**config.mk**
```make
export PLATFORM = sky130hd
export DESIGN_NAME = sram_like_arbiter_flat
export DESIGN_NICKNAME = d
export VERILOG_FILES = /design/src/rtl/sram_like_arbiter_pkg.sv /design/src/rtl/sram_like_arbiter_if.sv /design/src/rtl/sram_like_arbiter_id_fifo.sv /design/src/rtl/sram_like_arbiter.sv /design/src/flat_wrapper.sv
export SDC_FILE = /design/constraint.sdc
export NUM_CORES = 1
export LEC_CHECK = 0
export BUFFER_PORTS_ARGS = -buffer_cell sky130_fd_sc_hd__buf_2
export CAP_MARGIN = 40
export CORE_AREA = 2 2 123 125
export CTS_CLUSTER_DIAMETER = 150
export DETAILED_ROUTE_END_ITERATION = 7
export DIE_AREA = 0 0 125 127
export MAX_ROUTING_LAYER = met4
export REMOVE_ABC_BUFFERS = 1
export SLEW_MARGIN = 20
export SYNTH_ARGS = -nofsm -noshare
export SYNTH_HDL_FRONTEND = slang
export SYNTH_SLANG_ARGS = --single-unit
```
**constraint.sdc**
```tcl
create_clock -name clk -period 2.5 [get_ports clk]
set_clock_uncertainty 0.15 [all_clocks]
set_input_delay 0.5 -clock clk [delete_from_list [all_inputs] [get_ports clk]]
set_output_delay 0.5 -clock clk [all_outputs]
set_load 0.02 [all_outputs]
```
**src/rtl/sram_like_arbiter_pkg.sv**
```systemverilog
// Shared encodings for the sram-like port arbiter: requester IDs, transfer sizes
// and the request-lock state.
package sram_like_arbiter_pkg;

    localparam int ID_W = 1;

    localparam logic [ID_W-1:0] ID_INST = 1'b0;
    localparam logic [ID_W-1:0] ID_DATA = 1'b1;

    localparam logic [1:0] SIZE_BYTE = 2'd0;
    localparam logic [1:0] SIZE_HALF = 2'd1;
    localparam logic [1:0] SIZE_WORD = 2'd2;

    typedef enum logic {
        LK_OPEN = 1'b0,
        LK_HELD = 1'b1
    } lock_state_t;

endpackage

```
**src/rtl/sram_like_arbiter_if.sv**
```systemverilog
// One sram-like port: request fields from the master, handshake and read data
// from the slave.
interface sram_like_arbiter_if #(
    parameter int AW = 32,
    parameter int DW = 32
);
    logic          req;
    logic          wr;
    logic [1:0]    size;
    logic [AW-1:0] addr;
    logic [3:0]    wstrb;
    logic [DW-1:0] wdata;
    logic          addr_ok;
    logic          data_ok;
    logic [DW-1:0] rdata;

    modport master (
        output req, wr, size, addr, wstrb, wdata,
        input  addr_ok, data_ok, rdata
    );

    modport slave (
        input  req, wr, size, addr, wstrb, wdata,
        output addr_ok, data_ok, rdata
    );
endinterface

```
**src/rtl/sram_like_arbiter_id_fifo.sv**
```systemverilog
// In-order queue of owner IDs for accepted-but-unreturned memory transactions.
// The caller never pushes into a full queue unless it pops in the same cycle.
module sram_like_arbiter_id_fifo
    import sram_like_arbiter_pkg::*;
#(
    parameter int DEPTH = 2
) (
    input  logic            clk,
    input  logic            resetn,
    input  logic            push,
    input  logic            pop,
    input  logic [ID_W-1:0] din,
    output logic            full,
    output logic            empty,
    output logic [ID_W-1:0] head
);
    localparam int PW = (DEPTH > 1) ? $clog2(DEPTH) : 1;
    localparam int CW = $clog2(DEPTH) + 1;

    logic [ID_W-1:0] slots [DEPTH];
    logic [PW-1:0]   wr_ptr;
    logic [PW-1:0]   rd_ptr;
    logic [CW-1:0]   count;

    function automatic logic [PW-1:0] ptr_inc(input logic [PW-1:0] p);
        return (p == PW'(DEPTH - 1)) ? '0 : p + PW'(1);
    endfunction

    always_ff @(posedge clk or negedge resetn) begin
        if (!resetn) begin
            wr_ptr <= '0;
            rd_ptr <= '0;
            count  <= '0;
        end else begin
            if (push) wr_ptr <= ptr_inc(wr_ptr);
            if (pop)  rd_ptr <= ptr_inc(rd_ptr);
            if (push && !pop)      count <= count + CW'(1);
            else if (!push && pop) count <= count - CW'(1);
        end
    end

    always_ff @(posedge clk) begin
        if (push) slots[wr_ptr] <= din;
    end

    assign full  = (count == CW'(DEPTH));
    assign empty = (count == '0);
    assign head  = slots[rd_ptr];

endmodule

```
**src/rtl/sram_like_arbiter.sv**
```systemverilog
// Shares one sram-like memory port between fetch (inst) and MEM-stage (data)
// requesters, and routes in-order responses back to the owner of each request.
//
// state   | meaning
// LK_OPEN | nothing stalled on the port; data wins over inst
// LK_HELD | presented request not yet accepted; grant pinned to lock_owner
module sram_like_arbiter
    import sram_like_arbiter_pkg::*;
#(
    parameter int OUTSTANDING = 2,
    parameter int AW          = 32,
    parameter int DW          = 32
) (
    input  logic               clk,
    input  logic               resetn,
    sram_like_arbiter_if.slave  inst,
    sram_like_arbiter_if.slave  data,
    sram_like_arbiter_if.master mem,
    output logic               arb_err
);
    lock_state_t     state;
    lock_state_t     state_nxt;
    logic [ID_W-1:0] lock_owner;
    logic [ID_W-1:0] owner_nxt;
    logic [ID_W-1:0] grant;

    logic            g_req;
    logic            g_wr;
    logic [1:0]      g_size;
    logic [AW-1:0]   g_addr;
    logic [3:0]      g_wstrb;
    logic [DW-1:0]   g_wdata;

    logic            full;
    logic            empty;
    logic [ID_W-1:0] head;
    logic            accept;
    logic            pop;

    always_ff @(posedge clk or negedge resetn) begin
        if (!resetn) begin
            state      <= LK_OPEN;
            lock_owner <= ID_DATA;
        end else begin
            state      <= state_nxt;
            lock_owner <= owner_nxt;
        end
    end

    // A stalled request keeps the port until it is accepted or withdrawn.
    always_comb begin
        state_nxt = LK_OPEN;
        owner_nxt = lock_owner;
        if (mem.req && !mem.addr_ok) begin
            state_nxt = LK_HELD;
            owner_nxt = grant;
        end
    end

    always_comb begin
        grant = ID_INST;
        if (state == LK_HELD) grant = lock_owner;
        else if (data.req)    grant = ID_DATA;
    end

    always_comb begin
        g_req   = inst.req;
        g_wr    = inst.wr;
        g_size  = inst.size;
        g_addr  = inst.addr;
        g_wstrb = inst.wstrb;
        g_wdata = inst.wdata;
        if (grant == ID_DATA) begin
            g_req   = data.req;
            g_wr    = data.wr;
            g_size  = data.size;
            g_addr  = data.addr;
            g_wstrb = data.wstrb;
            g_wdata = data.wdata;
        end
    end

    // A full queue still accepts when a response frees the head slot this cycle.
    assign mem.req   = resetn & g_req & (~full | mem.data_ok);
    assign mem.wr    = g_wr;
    assign mem.size  = g_size;
    assign mem.addr  = g_addr;
    assign mem.wstrb = g_wstrb;
    assign mem.wdata = g_wdata;

    assign accept       = mem.req & mem.addr_ok;
    assign inst.addr_ok = accept & (grant == ID_INST);
    assign data.addr_ok = accept & (grant == ID_DATA);

    assign pop          = resetn & mem.data_ok & ~empty;
    assign inst.data_ok = pop & (head == ID_INST);
    assign data.data_ok = pop & (head == ID_DATA);
    assign inst.rdata   = mem.rdata;
    assign data.rdata   = mem.rdata;

    always_ff @(posedge clk or negedge resetn) begin
        if (!resetn) arb_err <= 1'b0;
        else         arb_err <= mem.data_ok & empty;
    end

    sram_like_arbiter_id_fifo #(
        .DEPTH (OUTSTANDING)
    ) u_id_fifo (
        .clk    (clk),
        .resetn (resetn),
        .push   (accept),
        .pop    (pop),
        .din    (grant),
        .full   (full),
        .empty  (empty),
        .head   (head)
    );

endmodule

```
**src/flat_wrapper.sv**
```systemverilog
// flat-port wrapper written by rule: the top's interface ports become plain ports
module sram_like_arbiter_flat import sram_like_arbiter_pkg::*;
#(
    parameter int OUTSTANDING = 2,
    parameter int AW          = 32,
    parameter int DW          = 32
)
  (clk, resetn, arb_err, inst_req, inst_wr, inst_size, inst_addr, inst_wstrb, inst_wdata, inst_addr_ok, inst_data_ok, inst_rdata, data_req, data_wr, data_size, data_addr, data_wstrb, data_wdata, data_addr_ok, data_data_ok, data_rdata, mem_req, mem_wr, mem_size, mem_addr, mem_wstrb, mem_wdata, mem_addr_ok, mem_data_ok, mem_rdata);
  sram_like_arbiter_if #(.AW(AW), .DW(DW)) inst_i ();
  sram_like_arbiter_if #(.AW(AW), .DW(DW)) data_i ();
  sram_like_arbiter_if #(.AW(AW), .DW(DW)) mem_i ();
  input  logic clk;
  input  logic resetn;
  output logic arb_err;
  input wire logic [$bits(inst_i.req)-1:0] inst_req;
  input wire logic [$bits(inst_i.wr)-1:0] inst_wr;
  input wire logic [$bits(inst_i.size)-1:0] inst_size;
  input wire logic [$bits(inst_i.addr)-1:0] inst_addr;
  input wire logic [$bits(inst_i.wstrb)-1:0] inst_wstrb;
  input wire logic [$bits(inst_i.wdata)-1:0] inst_wdata;
  output wire logic [$bits(inst_i.addr_ok)-1:0] inst_addr_ok;
  output wire logic [$bits(inst_i.data_ok)-1:0] inst_data_ok;
  output wire logic [$bits(inst_i.rdata)-1:0] inst_rdata;
  input wire logic [$bits(data_i.req)-1:0] data_req;
  input wire logic [$bits(data_i.wr)-1:0] data_wr;
  input wire logic [$bits(data_i.size)-1:0] data_size;
  input wire logic [$bits(data_i.addr)-1:0] data_addr;
  input wire logic [$bits(data_i.wstrb)-1:0] data_wstrb;
  input wire logic [$bits(data_i.wdata)-1:0] data_wdata;
  output wire logic [$bits(data_i.addr_ok)-1:0] data_addr_ok;
  output wire logic [$bits(data_i.data_ok)-1:0] data_data_ok;
  output wire logic [$bits(data_i.rdata)-1:0] data_rdata;
  output wire logic [$bits(mem_i.req)-1:0] mem_req;
  output wire logic [$bits(mem_i.wr)-1:0] mem_wr;
  output wire logic [$bits(mem_i.size)-1:0] mem_size;
  output wire logic [$bits(mem_i.addr)-1:0] mem_addr;
  output wire logic [$bits(mem_i.wstrb)-1:0] mem_wstrb;
  output wire logic [$bits(mem_i.wdata)-1:0] mem_wdata;
  input wire logic [$bits(mem_i.addr_ok)-1:0] mem_addr_ok;
  input wire logic [$bits(mem_i.data_ok)-1:0] mem_data_ok;
  input wire logic [$bits(mem_i.rdata)-1:0] mem_rdata;
  assign inst_i.req = inst_req;
  assign inst_i.wr = inst_wr;
  assign inst_i.size = inst_size;
  assign inst_i.addr = inst_addr;
  assign inst_i.wstrb = inst_wstrb;
  assign inst_i.wdata = inst_wdata;
  assign inst_addr_ok = inst_i.addr_ok;
  assign inst_data_ok = inst_i.data_ok;
  assign inst_rdata = inst_i.rdata;
  assign data_i.req = data_req;
  assign data_i.wr = data_wr;
  assign data_i.size = data_size;
  assign data_i.addr = data_addr;
  assign data_i.wstrb = data_wstrb;
  assign data_i.wdata = data_wdata;
  assign data_addr_ok = data_i.addr_ok;
  assign data_data_ok = data_i.data_ok;
  assign data_rdata = data_i.rdata;
  assign mem_req = mem_i.req;
  assign mem_wr = mem_i.wr;
  assign mem_size = mem_i.size;
  assign mem_addr = mem_i.addr;
  assign mem_wstrb = mem_i.wstrb;
  assign mem_wdata = mem_i.wdata;
  assign mem_i.addr_ok = mem_addr_ok;
  assign mem_i.data_ok = mem_data_ok;
  assign mem_i.rdata = mem_rdata;
  sram_like_arbiter #(.OUTSTANDING(OUTSTANDING), .AW(AW), .DW(DW)) u_core (.clk(clk), .resetn(resetn), .inst(inst_i), .data(data_i), .mem(mem_i), .arb_err(arb_err));
endmodule
```
==> out/qor.log, run 1 <==
INFO  outcome        outcome=completed
INFO  die            die_x=125µm
INFO  sta            fin_hold_ws=0.0251ns
INFO  cells_and_area post_route_cells_drive_above_1_share=89.8%
INFO  yosys          netlist-cell-type-count=27
INFO  cells_and_area fillerInstances=1,657
INFO  detailed_routing topRoutingLayerUsed=met4
INFO  placed_design  numPlacedInstances=522
INFO  global_route   grt_antenna_before_repair=0
INFO  sta            finalCriticalPeriod=2.46ns
INFO  cts            path_clk_slew=0.04ns
INFO  critical_path  critPathMaxFanout=51
INFO  die            die-area=15,900µm²
INFO  global_route   globalRoute.totalOverflow=0
INFO  yosys          synth.ff_latch_count=9
INFO  detailed_routing detail_route.first_pass.iterations=4
INFO  die            row_count=44
INFO  cts            clockBufferDepth=2
INFO  global_route   grt_first_pass_wirelength=12,900µm
INFO  run            cap_viol_max_count=0
INFO  cts            cts_made_buffers=3
INFO  critical_path  cp_slowest_stage_delay=0.41ns
INFO  detailed_routing final_antenna_net_count=0
INFO  hold_path      timing.hold.worst.class=in -> async
INFO  cts            cts-root-buf=sky130_fd_sc_hd__clkbuf_16
INFO  critical_path  worstPathRequired=1.85ns
INFO  cts            cts_setup_buffers=0
INFO  critical_path  startpoint_type=flip-flop
INFO  yosys          synthCells=180
INFO  die            start_util=12.9%
INFO  critical_path  worstSetupEndpointType=output port
INFO  critical_path  cp.buffers_inverters=2
INFO  cts            clk_latency=0.23ns
INFO  critical_path  worst-endpoint-arrival=1.81ns
INFO  sta            slew_of_the_pin_with_the_lowest_slew_margin=0.380ns
INFO  sta            timing.final.crit_share=98.3%
INFO  placed_design  hpwl=8600µm
INFO  yosys          ys.warnings.count=0
INFO  cts            htreeDepth=1
INFO  critical_path  critPathKind=reg -> out
INFO  cells_and_area area_growth=49.0%
INFO  placed_design  io_buffers=224
INFO  global_route   gr-usage-all-layers=11.4%
INFO  cells_and_area diodes=0
INFO  sta            final_critical_path_setup_slack=0.0435ns
INFO  pwr            total_leakage_power=1.47nW
INFO  placed_design  place_ws=0.131ns
INFO  detailed_routing drc=0
INFO  detailed_routing drt_wl_total=9720µm
INFO  detailed_routing drt-initial-drc-count=36
INFO  yosys          mapped_avg_cell_area=10.3µm²
INFO  detailed_routing via_count=1,937
INFO  detailed_routing wire_per_inst=18.5µm
INFO  sta            finalSetupViolCount=0
INFO  detailed_routing wl_met3=1710µm
INFO  cells_and_area final_net_count=524
INFO  sta            setup_repair_after_global_routing_missed_its_margin=yes
INFO  critical_path  critical_path.slowest_cell=sky130_fd_sc_hd__dfrtp_2
INFO  critical_path  critical_path.top_delay_family=multiplexers
INFO  detailed_routing dr_wl_met2=3910µm
INFO  critical_path  worstPathCellList=mux2i_4 > buf_12 > mux2_2 > buf_2
INFO  sta            timing.fmax=407MHz
INFO  cts            clock_sink_count=9
INFO  cts            cts_tree=yes
INFO  sta            report.final.slew_viol_count=0
INFO  pwr            ir_drop=0.202mV
INFO  global_route   grt_pass1_vias=1,949
INFO  yosys          synth_sequential_area_ratio=12.7%
INFO  cts            cts-resized-gates=1
INFO  pwr            total_power=0.00145W
INFO  cts            cts-hold-fix-buffers=0
INFO  detailed_routing m1WireLength=4060µm
INFO  die            core=14,400µm²
INFO  placed_design  place_congestion=0.675
INFO  global_route   pin_count_of_the_biggest_net_entering_global_routing=52
INFO  pwr            power_density=524nW/µm²
INFO  cells_and_area instances_no_fill=526
INFO  sta            finalHoldViolations=0
INFO  die            io_pins=321
INFO  sta            max_slew_margin=74.5%
INFO  cells_and_area final_util=19.2%
INFO  yosys          synth_area=1860µm²
INFO  die            floorplan.die.height=127µm
INFO  detailed_routing drt-vias-per-instance=3.68
-- path summary, 6_finish.rpt --
path	end	depth (start not counted)	start	slack (ns)
min in group clk	u_core.arb_err	1	u_core.u_id_fifo.count[1]	0.31
max in group asynchronous	u_core.lock_owner	2	resetn	1.96
min	u_core.arb_err	2	resetn	0.03
max reg2reg	u_core.u_id_fifo.count[1]	8	u_core.lock_owner	0.54
max	mem_wdata[16]	4	u_core.state	0.04
min reg2reg	u_core.arb_err	1	u_core.u_id_fifo.count[1]	0.31
-- registers in the layout, summed over array words and instances, names as in the netlist --
| name | flops |
|---|---|
| u_core.u_id_fifo.count | 2 |
| u_core.u_id_fifo.slots | 2 |
| u_core.arb_err | 1 |
| u_core.lock_owner | 1 |
| u_core.state | 1 |
| u_core.u_id_fifo.rd_ptr | 1 |
| u_core.u_id_fifo.wr_ptr | 1 |
-- cell usage after synthesis, drive strengths merged --
cell type	instances	area share, %
xor2	2	0.94
inv	3	0.61
buf	64	26
o2111a	1	0.61
mux2i	2	1.7
dfstp	1	1.4
o31a	1	0.47
nor2	3	0.61
nand3b	1	0.40
xnor2	3	1.4
clkbuf	7	5.2
mux2	71	44
and3	1	0.34
a32o	1	0.54
a21boi	1	0.40
nand3	1	0.27
nor3b	1	0.40
edfxtp	2	3.2
o211ai	1	0.40
nor2b	3	1.0
ha	1	0.67
and2	2	0.74
o211a	1	0.54
dfrtp	6	8.1
-- report_power, final --
group	switching, W	internal (W)
clock network	0.0000709	0.000213
logic	0.000478	0.000434
registers	0.0000489	0.000208
total	0.000598	0.000855
-- metrics by stage --
stage	setup TNS, ns	area (µm²)
after floorplan	-40.05	1280
after global placement	0	2690
after detailed placement	0	2690
after CTS	0	2770
after global routing	-0.121	2770
final	0	2770
-- routing by layer --
metal	GRT usage, %	vias to the layer above
met5	-	-
met4	1.37	0
met3	8.84	10
met2	14.4	185
met1	14.4	858
li1	-	884
-- placed cells by master (no fill, tap or decap), drive strengths merged --
master / n
buf: 229
nand3: 1
o2111a: 1
clkbuf: 4
nor3b: 1
dfrtp: 6
xor2: 2
nor2: 3
nand3b: 1
a32o: 1
ha: 1
o211a: 1
o211ai: 1
mux2: 71
edfxtp: 2
and2: 2
a21boi: 1
dfstp: 1
mux2i: 2
xnor2: 3
nor2b: 3
inv: 3
o31a: 1
and3: 1
-- cell families (layout without fill, tap and decap cells) --
logic type,count (synthesis),count (layout),synth area share (%)
XOR/XNOR,5,5,2.35
multiplexers,73,73,45.9
flip-flops,9,9,12.7
AND/OR/NAND/NOR,12,12,3.77
buffers and inverters,74,236,31.6
adder cells (fa/ha/maj),1,1,0.672
AO/OA/AOI/OAI,6,6,2.96
-- cell type report --
type	instances	area [µm²]	share of cell area, %
timing repair buffer	229	1170	42.2
multi-input combinational	97	1040	37.6
sequential	9	238	8.57
tap	184	230	8.30
clock buffer	4	78.8	2.84
inverter	3	11.3	0.406
(Power assumes the default switching activity.)
==> run 2, diff against run 1 <==
RECOVER_POWER = 100   (was unset)
==> run 2 against run 1 <==
Routed wire length unchanged. Via count grew 0.46%. Highest routed layer unchanged. Final cell count is the same.
==> out/qor.log, run 2 (same netlist as run 1, synthesis figures left out) <==
INFO  pwr            total_leakage_power=1.44nW
INFO  sta            setup_total_negative_slack=0ns
INFO  sta            final_critical_path_setup_slack=0.0467ns
INFO  placed_design  hpwl=8600µm
INFO  critical_path  setup.worst_path.end=mem_wr
INFO  cts            clock_sink_count=9
INFO  detailed_routing drt_wl_total=9720µm
INFO  cts            cts-root-buf=sky130_fd_sc_hd__clkbuf_16
INFO  die            row_count=44
INFO  critical_path  timing.critical_path.from=u_core.state
INFO  cts            clk_latency=0.23ns
INFO  global_route   grt_antenna_before_repair=0
INFO  cells_and_area final_cell_mix=sky130_fd_sc_hd__buf_2 (188), sky130_fd_sc_hd__mux2_2 (63), sky130_fd_sc_hd__clkbuf_2 (31)
INFO  cts            htreeDepth=1
INFO  critical_path  startpoint_type=flip-flop
INFO  cells_and_area final_net_count=524
INFO  pwr            power_density=524nW/µm²
INFO  placed_design  io_buffers=224
INFO  placed_design  place_ws=0.131ns
INFO  critical_path  critPathKind=reg -> out
INFO  cells_and_area diodes=0
INFO  pwr            comb_power_share=62.4%
INFO  critical_path  ff2ff_path_depth=8
INFO  global_route   grt_pass1_vias=1,949
INFO  sta            setup_repair_after_global_routing_missed_its_margin=yes
INFO  critical_path  worst-endpoint-arrival=1.80ns
INFO  detailed_routing drc=0
INFO  die            floorplan.die.height=127µm
INFO  sta            timing.fmax=408MHz
INFO  die            start_util=12.9%
INFO  pwr            power.sequential.fraction=17.8%
INFO  die            die-area=15,900µm²
INFO  detailed_routing wire_per_inst=18.5µm
INFO  sta            finalCriticalPeriod=2.45ns
INFO  sta            finalHoldViolations=0
INFO  pwr            internal_power=0.000842W
INFO  detailed_routing drt-initial-drc-count=35
INFO  cells_and_area area_growth=47.7%
INFO  die            die_x=125µm
INFO  cells_and_area post_route_cells_drive_above_1_share=86.8%
INFO  critical_path  worstSetupEndpointType=output port
INFO  pwr            p_switching=0.000599W
INFO  critical_path  critPathMaxFanout=22
INFO  critical_path  rr_startpoint=u_core.lock_owner
INFO  hold_path      timing.hold.worst.class=in -> async
INFO  outcome        outcome=completed
INFO  critical_path  worstPathRequired=1.85ns
INFO  global_route   globalRoute.totalOverflow=0
INFO  sta            timing.final.crit_share=98.1%
INFO  die            io_pins=321
INFO  sta            finalSetupViolCount=0
INFO  pwr            total_power=0.00144W
INFO  global_route   pin_count_of_the_biggest_net_entering_global_routing=52
INFO  run            cap_viol_max_count=0
INFO  cts            cts-hold-fix-buffers=0
INFO  cts            path_clk_slew=0.04ns
INFO  global_route   grt_first_pass_wirelength=12,900µm
INFO  critical_path  r2r_slack=0.46ns
INFO  global_route   gr-usage-all-layers=11.4%
INFO  detailed_routing final_antenna_net_count=0
INFO  cts            clockBufferDepth=2
INFO  placed_design  place_congestion=0.675
INFO  sta            max_slew_margin=70.5%
INFO  pwr            ir_drop=0.202mV
INFO  pwr            switching_share=41.6%
INFO  cts            cts_setup_buffers=0
INFO  cells_and_area fillerInstances=1,663
INFO  detailed_routing drt-vias-per-instance=3.70
INFO  sta            slew_of_the_pin_with_the_lowest_slew_margin=0.442ns
INFO  detailed_routing detail_route.first_pass.iterations=4
INFO  pwr            clock_power_share=19.8%
INFO  sta            report.final.slew_viol_count=0
INFO  cts            cts_made_buffers=3
INFO  cells_and_area registers_with_the_most_flip_flops=u_core.u_id_fifo.count: 2 flops, u_core.u_id_fifo.slots: 2 flops
INFO  cells_and_area most_common_cell_after_layout_fill_and_taps_aside=sky130_fd_sc_hd__buf_2
INFO  detailed_routing via_count=1,946
INFO  die            core=14,400µm²
INFO  cts            cts_tree=yes
INFO  cells_and_area final_util=19.0%
INFO  critical_path  worstReg2RegEnd=u_core.u_id_fifo.count[1]
## run 2: changes by cell type in the layout (fill, tap and decap cells not counted), sizes merged
| cell | before | now |
|---|---|---|
| clkbuf | 4 | 43 |
| buf | 229 | 190 |
## run 2: metrics by stage
stage / hold WS [ns] / instances / instance area [µm²]
after global routing: 0.201 / 526 / 2750
after detailed placement: 0.278 / 522 / 2690
final: 0.140 / 526 / 2750
after CTS: 0.0257 / 526 / 2770
after floorplan: 0.0544 / 109 / 1280
after global placement: 0.279 / 522 / 2690
## run 2: power groups by stage
stage | Combinational (W) | Clock (W) | Sequential, W
4_1_cts | 0.000919 | 0.000295 | 0.000257
2_1_floorplan | 0.000569 | 0 | 0.000254
3_5_place_dp | 0.000914 | 0 | 0.000256
5_1_grt | 0.000958 | 0.000300 | 0.000266
3_3_place_gp | 0.000912 | 0 | 0.000256
6_report | 0.000899 | 0.000285 | 0.000257
## run 2: what timing repair did
action | CTS | global route
setup endpoints to repair | 23 | 15
gates resized for setup | 1 | 3
endpoints found under the hold margin | 0 | 0
## run 2: worst min path at each step
stage                                endpoint  slack [ns]  depth (start not counted)
floorplan                      u_core.arb_err        0.05                          0
global placement               u_core.arb_err        0.28                          2
detailed placement             u_core.arb_err        0.28                          2
CTS                            u_core.arb_err        0.03                          2
global route        u_core.u_id_fifo.count[0]        0.20                          2
finish                u_core.u_id_fifo.rd_ptr        0.14                          2
## run 2: layout make-up
cell class              instances  area, µm²  share of cell area (%)
clock buffers                   4       78.8                    2.87
inverters                       3       11.3                   0.410
multi-input cells              97       1040                    37.7
flip-flops and latches          9        238                    8.65
well taps                     184        230                    8.38
repair buffers                229       1150                    42.0
## run 2: metal layers
| metal | share of wire (%) | GRT usage [%] | vias up |
|---|---|---|---|
| met3 | 18 | 8.84 | 6 |
| met5 | 0 | - | - |
| met1 | 42 | 14.4 | 863 |
| met4 | 0.41 | 1.37 | 0 |
| li1 | - | - | 886 |
| met2 | 40 | 14.4 | 191 |
## run 2: critical path, cell delays in order (launching register included)
cell and delay [ns]:
sky130_fd_sc_hd__dfrtp_2 0.41, sky130_fd_sc_hd__mux2i_4 0.27, sky130_fd_sc_hd__buf_4 0.32, sky130_fd_sc_hd__mux2_2 0.39, sky130_fd_sc_hd__buf_2 0.16
==> run 3, diff against run 2 <==
ABC_AREA = 1   (was unset)
HOLD_SLACK_MARGIN = 0.06   (was unset)
==> run 3 against run 2 <==
Synthesized cell count increased by 92%. Maximum frequency increased by 2.9%. Area after synthesis increased by 3.5%. Via count increased by 33%. Worst hold slack improved by 0.096 ns. Sequential power decreased by 7%. Global-route usage decreased by 0.42 points. Routed wire length decreased by 2.9%. Critical path depth increased by 2. Highest routed layer unchanged.
==> out/qor.log, run 3 <==
INFO  outcome        outcome=completed
INFO  cts            cts-root-buf=sky130_fd_sc_hd__clkbuf_16
INFO  detailed_routing detail_route.first_pass.iterations=4
INFO  cells_and_area registers_with_the_most_flip_flops=u_core.u_id_fifo.count: 2 flops, u_core.u_id_fifo.slots: 2 flops
INFO  cts            cts-resized-gates=0
INFO  sta            max_slew_margin=70.7%
INFO  placed_design  place_congestion=0.764
INFO  critical_path  worstSetupEndpointType=output port
INFO  detailed_routing topRoutingLayerUsed=met4
INFO  detailed_routing drt-vias-per-instance=3.76
INFO  cts            clock_sink_count=9
INFO  yosys          post_synth_and_or_nand_nor_area_fraction=49.4%
INFO  yosys          synth_area=1930µm²
INFO  detailed_routing m1WireLength=3950µm
INFO  yosys          yosys.cell_count.top_type=sky130_fd_sc_hd__nand2_1
INFO  pwr            ir_drop=0.293mV
INFO  placed_design  numPlacedInstances=681
INFO  sta            finalSetupViolCount=0
INFO  cts            path_clk_slew=0.04ns
INFO  cells_and_area instances_no_fill=686
INFO  cells_and_area post_route_cells_drive_above_1_share=43.4%
INFO  sta            timing.fmax=419MHz
INFO  placed_design  io_buffers=224
INFO  global_route   grt_pass1_vias=2,307
INFO  critical_path  startpoint_type=flip-flop
INFO  sta            slew_of_the_pin_with_the_lowest_slew_margin=0.440ns
INFO  yosys          async_reset_ff_share=77.8%
INFO  die            core=14,400µm²
INFO  cells_and_area final_net_count=684
INFO  global_route   pin_count_of_the_biggest_net_entering_global_routing=46
INFO  yosys          yosys.area_share.xor_xnor=1.36%
INFO  run            cap_viol_max_count=0
INFO  detailed_routing final_antenna_net_count=0
INFO  die            row_count=44
INFO  detailed_routing wl_met3=1670µm
INFO  die            io_pins=321
INFO  critical_path  worstPathRequired=1.85ns
INFO  cts            cts-hold-fix-buffers=1
INFO  yosys          synth_fa_ha_area_share=0.650%
INFO  yosys          synth-edff-count=2
INFO  cells_and_area diodes=0
INFO  yosys          synth_top_area_share=41.7%
INFO  yosys          synth.ff_latch_count=9
INFO  sta            final_critical_path_setup_slack=0.116ns
INFO  yosys          synthCells=346
INFO  sta            setup_total_negative_slack=0ns
INFO  cells_and_area most_common_cell_after_layout_fill_and_taps_aside=sky130_fd_sc_hd__nand2_1
INFO  die            floorplan.die.height=127µm
INFO  detailed_routing drt_wl_total=9440µm
INFO  yosys          mapped_avg_cell_area=5.57µm²
INFO  yosys          yosys.area.top_type=sky130_fd_sc_hd__nand2_1
INFO  detailed_routing drc=0
INFO  cells_and_area final_cell_mix=sky130_fd_sc_hd__nand2_1 (214), sky130_fd_sc_hd__buf_2 (150), sky130_fd_sc_hd__clkbuf_2 (43)
INFO  cts            cts_made_buffers=3
INFO  yosys          synth-main-ff-cell=sky130_fd_sc_hd__dfrtp_1
INFO  yosys          synth_sequential_area_ratio=12.3%
INFO  yosys          leading_cell_types_by_count_after_synthesis=sky130_fd_sc_hd__nand2_1 (214), sky130_fd_sc_hd__buf_4 (71), sky130_fd_sc_hd__nand2_2 (12), sky130_fd_sc_hd__inv_1 (9), sky130_fd_sc_hd__dfrtp_1 (6)
INFO  placed_design  hpwl=7940µm
INFO  detailed_routing drt-initial-drc-count=120
INFO  yosys          synth.top_cells.by_area=sky130_fd_sc_hd__nand2_1 (42%), sky130_fd_sc_hd__buf_4 (28%), sky130_fd_sc_hd__dfrtp_1 (7.8%)
INFO  sta            timing.final.crit_share=95.4%
INFO  cts            cts_setup_buffers=0
INFO  die            die-area=15,900µm²
INFO  global_route   grt_first_pass_wirelength=13,100µm
INFO  critical_path  worst-endpoint-arrival=1.73ns
INFO  global_route   grt_antenna_before_repair=0
INFO  global_route   gr-usage-all-layers=10.9%
INFO  yosys          muxShareOfSynthArea=0.520%
INFO  yosys          ys.warnings.count=0
INFO  detailed_routing via_count=2,581
INFO  die            die_x=125µm
INFO  global_route   globalRoute.totalOverflow=0
INFO  yosys          synth_top_family_by_area=simple AND/OR/NAND/NOR gates
INFO  hold_path      timing.hold.worst.class=in -> async
INFO  pwr            power_density=562nW/µm²
INFO  sta            finalHoldViolations=0
INFO  yosys          netlist-cell-type-count=25
INFO  die            start_util=13.4%
INFO  cts            htreeDepth=1
INFO  cts            clockBufferDepth=2
INFO  sta            setup_repair_after_global_routing_missed_its_margin=no
INFO  placed_design  place_ws=0.326ns
INFO  pwr            total_leakage_power=1.78nW
INFO  detailed_routing wire_per_inst=13.8µm
INFO  yosys          synth_compound_area_share=0.780%
INFO  sta            report.final.slew_viol_count=0
INFO  cells_and_area final_util=19.2%
INFO  sta            finalCriticalPeriod=2.38ns
INFO  detailed_routing dr_wl_met2=3790µm
INFO  critical_path  critPathKind=reg -> out
INFO  cells_and_area area_growth=43.5%
INFO  critical_path  critPathMaxFanout=30
INFO  cts            clk_latency=0.23ns
INFO  cts            cts_tree=yes
run 3: cell types whose count changed after synthesis, moves of 5 or more:
cell                       previous run  this run
sky130_fd_sc_hd__mux2_2              65         0
sky130_fd_sc_hd__clkbuf_8             7         0
sky130_fd_sc_hd__inv_1                3         9
sky130_fd_sc_hd__buf_6                0         5
sky130_fd_sc_hd__nand2_2              0        12
sky130_fd_sc_hd__nand2_1              0       214
sky130_fd_sc_hd__buf_4               64        71
sky130_fd_sc_hd__mux2_4               6         0
run 3: routing by layer:
| metal | vias up | GRT usage (%) |
|---|---|---|
| li1 | 1278 | - |
| met1 | 1086 | 13.6 |
| met2 | 213 | 14.9 |
| met3 | 4 | 7.87 |
| met4 | 0 | 0.784 |
| met5 | - | - |
run 3: per-stage QoR:
step / instance area [µm²] / hold slack [ns] / power, W
6_report: 2760 / 0.236 / 0.00155
5_1_grt: 2760 / 0.235 / 0.00169
4_1_cts: 2810 / 0.124 / 0.00159
3_5_place_dp: 2720 / 0.219 / 0.00131
3_3_place_gp: 2720 / 0.216 / 0.00131
2_1_floorplan: 1300 / 0.0544 / 0.000875
run 3: layout make-up:
class | count | area [µm²]
tap | 184 | 230
timing repair buffer | 231 | 1160
inverter | 11 | 43.8
multi-input combinational | 247 | 1010
clock buffer | 4 | 78.8
sequential | 9 | 236
fill | 1718 | 11700
run 3: logic make-up after synthesis:
kind of cell / Yosys count
XOR/XNOR: 3
multiplexers: 1
AND/OR/NAND/NOR: 239
buffers and inverters: 90
adder cells (fa/ha/maj): 1
AO/OA/AOI/OAI: 3
flip-flops: 9
run 3: final timing paths:
kind | from | to | slack, ns | cells after the start
hold reg to reg | u_core.u_id_fifo.wr_ptr | u_core.u_id_fifo.wr_ptr | 0.32 | 2
max in group asynchronous | resetn | u_core.state | 1.19 | 2
hold / removal | resetn | u_core.lock_owner | 0.24 | 1
setup reg to reg | u_core.lock_owner | u_core.u_id_fifo.count[1] | 0.47 | 9
min in group clk | u_core.u_id_fifo.wr_ptr | u_core.u_id_fifo.wr_ptr | 0.32 | 2
setup / recovery | u_core.lock_owner | mem_addr[20] | 0.12 | 6
run 3: power by group:
part	leakage (nW)	internal [W]	switching, W	total [W]
logic	1.64	0.000363	0.000676	0.00104
clock network	0.0382	0.000212	0.0000606	0.000273
registers	0.103	0.000209	0.0000309	0.000240
total	1.78	0.000785	0.000768	0.00155
run 3: worst max-delay path, cell delays in order, from the launching register on:
cell,delay [ns]
sky130_fd_sc_hd__dfstp_2,0.54
sky130_fd_sc_hd__nand2_2,0.07
sky130_fd_sc_hd__nand2_4,0.09
sky130_fd_sc_hd__buf_4,0.34
sky130_fd_sc_hd__nand2_1,0.09
sky130_fd_sc_hd__nand2_1,0.11
sky130_fd_sc_hd__clkbuf_1,0.24
